### config.mk
export PLATFORM = sky130hd
export DESIGN_NAME = mac_pe
export DESIGN_NICKNAME = d
export VERILOG_FILES = /design/src/rtl/mac_pkg.sv /design/src/rtl/mac_add_tree.sv /design/src/rtl/mac_pe.sv
export SDC_FILE = /design/constraint.sdc
export NUM_CORES = 2
export LEC_CHECK = 0
export ABC_AREA = 0
export ABC_CLOCK_PERIOD_IN_PS = 10700
export CELL_PAD_IN_SITES_DETAIL_PLACEMENT = 1
export CELL_PAD_IN_SITES_GLOBAL_PLACEMENT = 2
export CORE_MARGIN = 8
export CORE_UTILIZATION = 46
export DETAILED_ROUTE_END_ITERATION = 10
export HOLD_SLACK_MARGIN = 0.03
export PLACE_DENSITY = 0.9
export SYNTH_ARGS = -nofsm -noshare
export SYNTH_HDL_FRONTEND = slang
export SYNTH_SLANG_ARGS = --single-unit
### constraint.sdc
create_clock -name clk -period 10.7 [get_ports clk]
set_clock_uncertainty 0.2 [all_clocks]
set_input_delay 1.605 -clock clk [delete_from_list [all_inputs] [get_ports clk]]
set_output_delay 1.605 -clock clk [all_outputs]
set_load 0.02 [all_outputs]
### src/rtl/mac_pkg.sv
// Shared defaults, accumulator FSM state type and a constant clog2 helper for the MAC PE.
package mac_pkg;

  localparam int DEF_DATA_W = 16;
  localparam int DEF_TAPS   = 3;
  localparam int DEF_ACC_W  = 40;
  localparam int DEF_OUT_W  = 34;

  typedef enum logic {
    IDLE  = 1'b0,
    ACCUM = 1'b1
  } mac_state_t;

  function automatic int clog2(input int value);
    int result;
    result = 0;
    for (int i = 0; i < 31; i++) begin
      if ((1 << i) < value) result = i + 1;
    end
    return result;
  endfunction

endpackage

### src/rtl/mac_add_tree.sv
// Registered signed reduction of TAPS products to one ACC_W sum, with valid/last alongside.
module mac_add_tree
  import mac_pkg::*;
#(
  parameter int DATA_W = DEF_DATA_W,
  parameter int TAPS   = DEF_TAPS,
  parameter int ACC_W  = DEF_ACC_W
) (
  input  logic                           clk,
  input  logic                           rst,
  input  logic                           clear,
  input  logic                           in_valid,
  input  logic                           in_last,
  input  logic [TAPS-1:0][2*DATA_W-1:0]  prod,
  output logic signed [ACC_W-1:0]        sum,
  output logic                           sum_valid,
  output logic                           sum_last
);

  localparam int PROD_W = 2 * DATA_W;
  localparam int SUM_W  = PROD_W + clog2(TAPS);

  // Full-precision running sum; SUM_W is wide enough that it never overflows.
  logic signed [SUM_W-1:0] partial [TAPS+1];

  assign partial[0] = '0;

  generate
    for (genvar gi = 0; gi < TAPS; gi++) begin : g_sum
      assign partial[gi+1] = partial[gi] + SUM_W'($signed(prod[gi]));
    end
  endgenerate

  always_ff @(posedge clk) begin
    if (rst || clear) begin
      sum       <= '0;
      sum_valid <= 1'b0;
      sum_last  <= 1'b0;
    end else begin
      sum       <= ACC_W'(partial[TAPS]);
      sum_valid <= in_valid;
      sum_last  <= in_last;
    end
  end

endmodule

### src/rtl/mac_pe.sv
// Pipelined signed MAC processing element: product regs, add tree, accumulator/output stage.
// Optional build macro MAC_SAT_EN: saturate the result to OUT_W instead of truncating.
module mac_pe
  import mac_pkg::*;
#(
  parameter int DATA_W = DEF_DATA_W,
  parameter int TAPS   = DEF_TAPS,
  parameter int ACC_W  = DEF_ACC_W,
  parameter int OUT_W  = DEF_OUT_W
) (
  input  logic                     clk,
  input  logic                     rst,
  input  logic                     clear,
  input  logic                     w_w,
  input  logic signed [DATA_W-1:0] w_in,
  input  logic                     if_w,
  input  logic signed [DATA_W-1:0] if_in,
  input  logic                     calc,
  input  logic                     last,
  output logic signed [OUT_W-1:0]  out,
  output logic                     out_valid,
  output logic                     busy
);

  logic signed [DATA_W-1:0]      weight  [TAPS];
  logic signed [DATA_W-1:0]      feature [TAPS];
  logic [TAPS-1:0][2*DATA_W-1:0] prod_next;
  logic [TAPS-1:0][2*DATA_W-1:0] prod_reg;
  logic                          s1_valid_reg;
  logic                          s1_last_reg;
  logic signed [ACC_W-1:0]       sum;
  logic                          sum_valid;
  logic                          sum_last;
  logic signed [ACC_W-1:0]       acc_reg;
  logic signed [ACC_W-1:0]       result;
  logic signed [OUT_W-1:0]       narrowed;
  mac_state_t                    state_reg;
  logic                          flush;

  assign flush = rst | clear;

  always_ff @(posedge clk) begin
    if (flush) begin
      for (int i = 0; i < TAPS; i++) begin
        weight[i]  <= '0;
        feature[i] <= '0;
      end
    end else begin
      if (w_w) begin
        weight[0] <= w_in;
        for (int i = 1; i < TAPS; i++) weight[i] <= weight[i-1];
      end
      if (if_w) begin
        feature[0] <= if_in;
        for (int i = 1; i < TAPS; i++) feature[i] <= feature[i-1];
      end
    end
  end

  // Operands widened first so the product is formed at full precision.
  generate
    for (genvar gi = 0; gi < TAPS; gi++) begin : g_prod
      assign prod_next[gi] = (2*DATA_W)'(feature[gi]) * (2*DATA_W)'(weight[gi]);
    end
  endgenerate

  always_ff @(posedge clk) begin
    if (flush) begin
      prod_reg     <= '0;
      s1_valid_reg <= 1'b0;
      s1_last_reg  <= 1'b0;
    end else begin
      if (calc) prod_reg <= prod_next;
      s1_valid_reg <= calc;
      s1_last_reg  <= calc & last;
    end
  end

  mac_add_tree #(
    .DATA_W (DATA_W),
    .TAPS   (TAPS),
    .ACC_W  (ACC_W)
  ) u_add_tree (
    .clk       (clk),
    .rst       (rst),
    .clear     (clear),
    .in_valid  (s1_valid_reg),
    .in_last   (s1_last_reg),
    .prod      (prod_reg),
    .sum       (sum),
    .sum_valid (sum_valid),
    .sum_last  (sum_last)
  );

  // The accumulator is zero in IDLE, so one adder serves both first and later terms.
  assign result = acc_reg + sum;

`ifdef MAC_SAT_EN
  localparam logic signed [ACC_W-1:0] SAT_HI = ACC_W'({1'b0, {(OUT_W-1){1'b1}}});
  localparam logic signed [ACC_W-1:0] SAT_LO = ~SAT_HI;

  always_comb begin
    narrowed = result[OUT_W-1:0];
    if (result > SAT_HI)      narrowed = SAT_HI[OUT_W-1:0];
    else if (result < SAT_LO) narrowed = SAT_LO[OUT_W-1:0];
  end
`else
  assign narrowed = result[OUT_W-1:0];
`endif

  always_ff @(posedge clk) begin
    if (rst) begin
      state_reg <= IDLE;
      acc_reg   <= '0;
      out       <= '0;
      out_valid <= 1'b0;
    end else if (clear) begin
      state_reg <= IDLE;
      acc_reg   <= '0;
      out_valid <= 1'b0;
    end else begin
      out_valid <= 1'b0;
      if (sum_valid) begin
        if (sum_last) begin
          out       <= narrowed;
          out_valid <= 1'b1;
          acc_reg   <= '0;
          state_reg <= IDLE;
        end else begin
          acc_reg   <= result;
          state_reg <= ACCUM;
        end
      end
    end
  end

  assign busy = (state_reg == ACCUM) | s1_valid_reg | sum_valid;

endmodule
==> impl_metrics.toml <==
[status]
status = "completed"

[drt]
drc = 0
vias = 31000
drt_iter0_drc = 1505
first_pass_iters = 5
wl_per_cell_microns = 21.4
avgViaCountPerCell = 5.34
wirelength_mm = 124
ant_nets = 0

[timing]
hold_viol_final = 0
fin_tns_setup_ps = 0
maxSlewHeadroom = 0.276
period_share = 0.697
drv_slew = 0
worst_pin_slew_ps = 1080
setup_violations = 0
fmax_mhz = 134
rsz0062_at_grt = "no"
min_period_ps = 7460

[finish]
syn_to_final_growth_pct = 7.03
utilization = 0.496
layout.nets = 5694
fillers = 10600
largest_register_ffs = 96
drive_gt1_frac = 0.0246

[synthesis]
synth_top_family_by_area = "adder cells"
ys.flop_type = "dfxtp_1"
synth-edff-count = 96
synth_compound_area_frac = 0.0722
ys_seq_elements = 300
synth_most_common_cell = "inv_1"
yosysUniqueCellTypes = 86
synth_fa_ha_area_frac = 0.470
synthSimpleGateAreaFrac = 0.158
netlist.area_leader.share = 0.380
syn_area_sq_um = 43200
yosys-top-cells-area = "fa_1 (38%), dfxtp_1 (9.5%), ha_1 (9.0%)"
syn_nets = 5734
yosysWarnings = 0
avgSynthCellArea_sq_um = 9.47
synthXorXnorAreaFrac = 0.0306
yosysSeqAreaShare = 0.161
synth_commonest_cells = "inv_1 (878), fa_1 (820), nand2_1 (485)"
synthCells = 4564
async_reset_ff_frac = 0
synthMuxAreaShare = 0.0162
synth_top_area_cell = "fa_1"

[clocking]
cts-resized-gates = 0
clockBufferDepth = 3
cts_hold_buf = 0
htree_levels = 2
post_cts_buffers = 0
cts_made_buffers = 38
clkSinkCount = 300
path_clk_slew_ps = 70
cts_tree = "yes"
clk_latency_ps = 590
cts.root.buffer_cell = "clkbuf_16"

[floorplan]
rows = 112
start_util = 0.464
num_io_pins = 75
die_w_microns = 323
die_area_sq_um = 104000
coreArea_sq_um = 93200
dieHeight_microns = 323

[setup_path]
start_kind = "register"
cp_cell_sequence = "nand2_1 -> fa_1 -> inv_1 -> fa_1 -> inv_1 -> fa_1 -> inv_1 -> fa_1 -> fa_1 -> inv_1 -> fa_1 -> inv_1 -> ha_1 -> a21oi_1 -> o21ai_0 -> nor2_1 -> o211ai_1 -> a31oi_1 -> o21ai_0 -> o21ai_1 -> a21oi_1 -> o211a_1 -> a211o_1"
crit_slowest_cell = "edfxtp_1"
cp-end-kind = "register"
crit_path_frequent_cell = "fa_1"
cp_slowest_stage_delay_ps = 1000
crit_family = "adder cells"
critPathBufInv = 5
cp_max_fo = 17
crit_type = "register to register"
cp_data_arrival_time_ps = 7720
worst_ep_required_time_ps = 10970

[global_routing]
grt_pass1_vias = 35400
grt-ovfl-total = 0
grtUsageTotal = 0.245
antenna_found_initial = 2
grt_max_degree = 98
grt_pass1_wl_mm = 200

[run]
drv_cap = 0

[worst_hold_path]
hold_path_class = "register to register"

[power_and_ir_drop]
cellPowerDensity_nw_per_um2 = 86.1
p_leak_nw = 23.4
ir_drop_v = 0.000112

[placement]
io_buffers = 74
dp_hpwl_mm = 99.6
gp_congestion = 0.846
## per-stage QoR
step / hold slack (ps) / instances / setup slack (ps) / power [W] / instance area, sq um
6_report: 237 / 5806 / 3240 / 0.00398 / 46300
5_1_grt: 265 / 5805 / 2990 / 0.00423 / 46200
4_1_cts: 239 / 5805 / 3320 / 0.00402 / 46200
3_5_place_dp: 226 / 5738 / 3370 / 0.00272 / 45000
3_3_place_gp: 230 / 5738 / 3570 / 0.00267 / 45000
2_1_floorplan: 206 / 4564 / 4170 / 0.00225 / 43200
## cell type report
type	count	area, sq um	share of cell area
sequential	300	6970	0.151
timing repair buffer	94	883	0.0191
clock buffer	51	1030	0.0223
clock inverter	16	201	0.00436
tap	1254	1570	0.0339
inverter	879	3300	0.0713
multi-input combinational	3211	32300	0.698
antenna	1	2.50	0.0000541
## per-layer routing
layer	global-route usage	routed length, microns	vias to the layer above
met5	0	0	-
met4	0.0746	4000	0
met3	0.0328	4720	207
met2	0.422	61200	593
met1	0.321	54400	16200
li1	-	-	14000
## cells in the final DEF, fill, tap and decap left out, types with 33 or more instances in the layout
master	synthesis	layout
ha_1	311	311
fa_1	820	820
dfxtp_1	204	204
nand2_1	485	485
mux2i_1	70	70
and3_1	114	114
and2_1	378	378
a21oi_1	148	148
edfxtp_1	96	96
nor2_1	251	249
clkbuf_16	0	38
xor2_1	45	45
o21ai_0	59	59
nand3_1	33	33
xnor2_1	106	106
inv_1	878	878
clkdlybuf4s50_1	0	72
a21o_1	63	63
## kinds of logic (layout without fill, tap and decap cells)
family,Yosys count,in the layout
adder cells (fa/ha/maj),1131,1131
XOR/XNOR,151,151
AND/OR/NAND/NOR,1389,1389
flip-flops,300,300
buffers and inverters,1053,1040
multiplexers,70,70
AO/OA/AOI/OAI,470,470
other,0,1
## worst reg2reg max path, stage by stage (launching register included)
cell	delay [ps]
edfxtp_1	1000
nand2_1	210
fa_1	580
inv_1	50
fa_1	500
inv_1	60
fa_1	520
inv_1	50
fa_1	460
fa_1	490
inv_1	50
fa_1	510
inv_1	50
ha_1	380
a21oi_1	220
o21ai_0	120
nor2_1	190
o211ai_1	160
a31oi_1	440
o21ai_0	240
o21ai_1	230
a21oi_1	120
o211a_1	230
a211o_1	270
## path summary, 6_finish.rpt
path,startpoint,end,slack (ps),cells past startpoint
min reg2reg,s1_last_reg,u_add_tree.sum_last,240,1
min,s1_last_reg,u_add_tree.sum_last,240,1
max reg2reg,feature[0][23],prod_reg[61],3240,23
max,feature[0][23],prod_reg[61],3240,23
## power by group
part           switching [W]  leakage, nW  internal, W
Sequential          0.000143         2.76      0.00122
Clock               0.000567        0.597     0.000719
Combinational       0.000794         20.0     0.000537
Power figures use the tool's default switching activity.
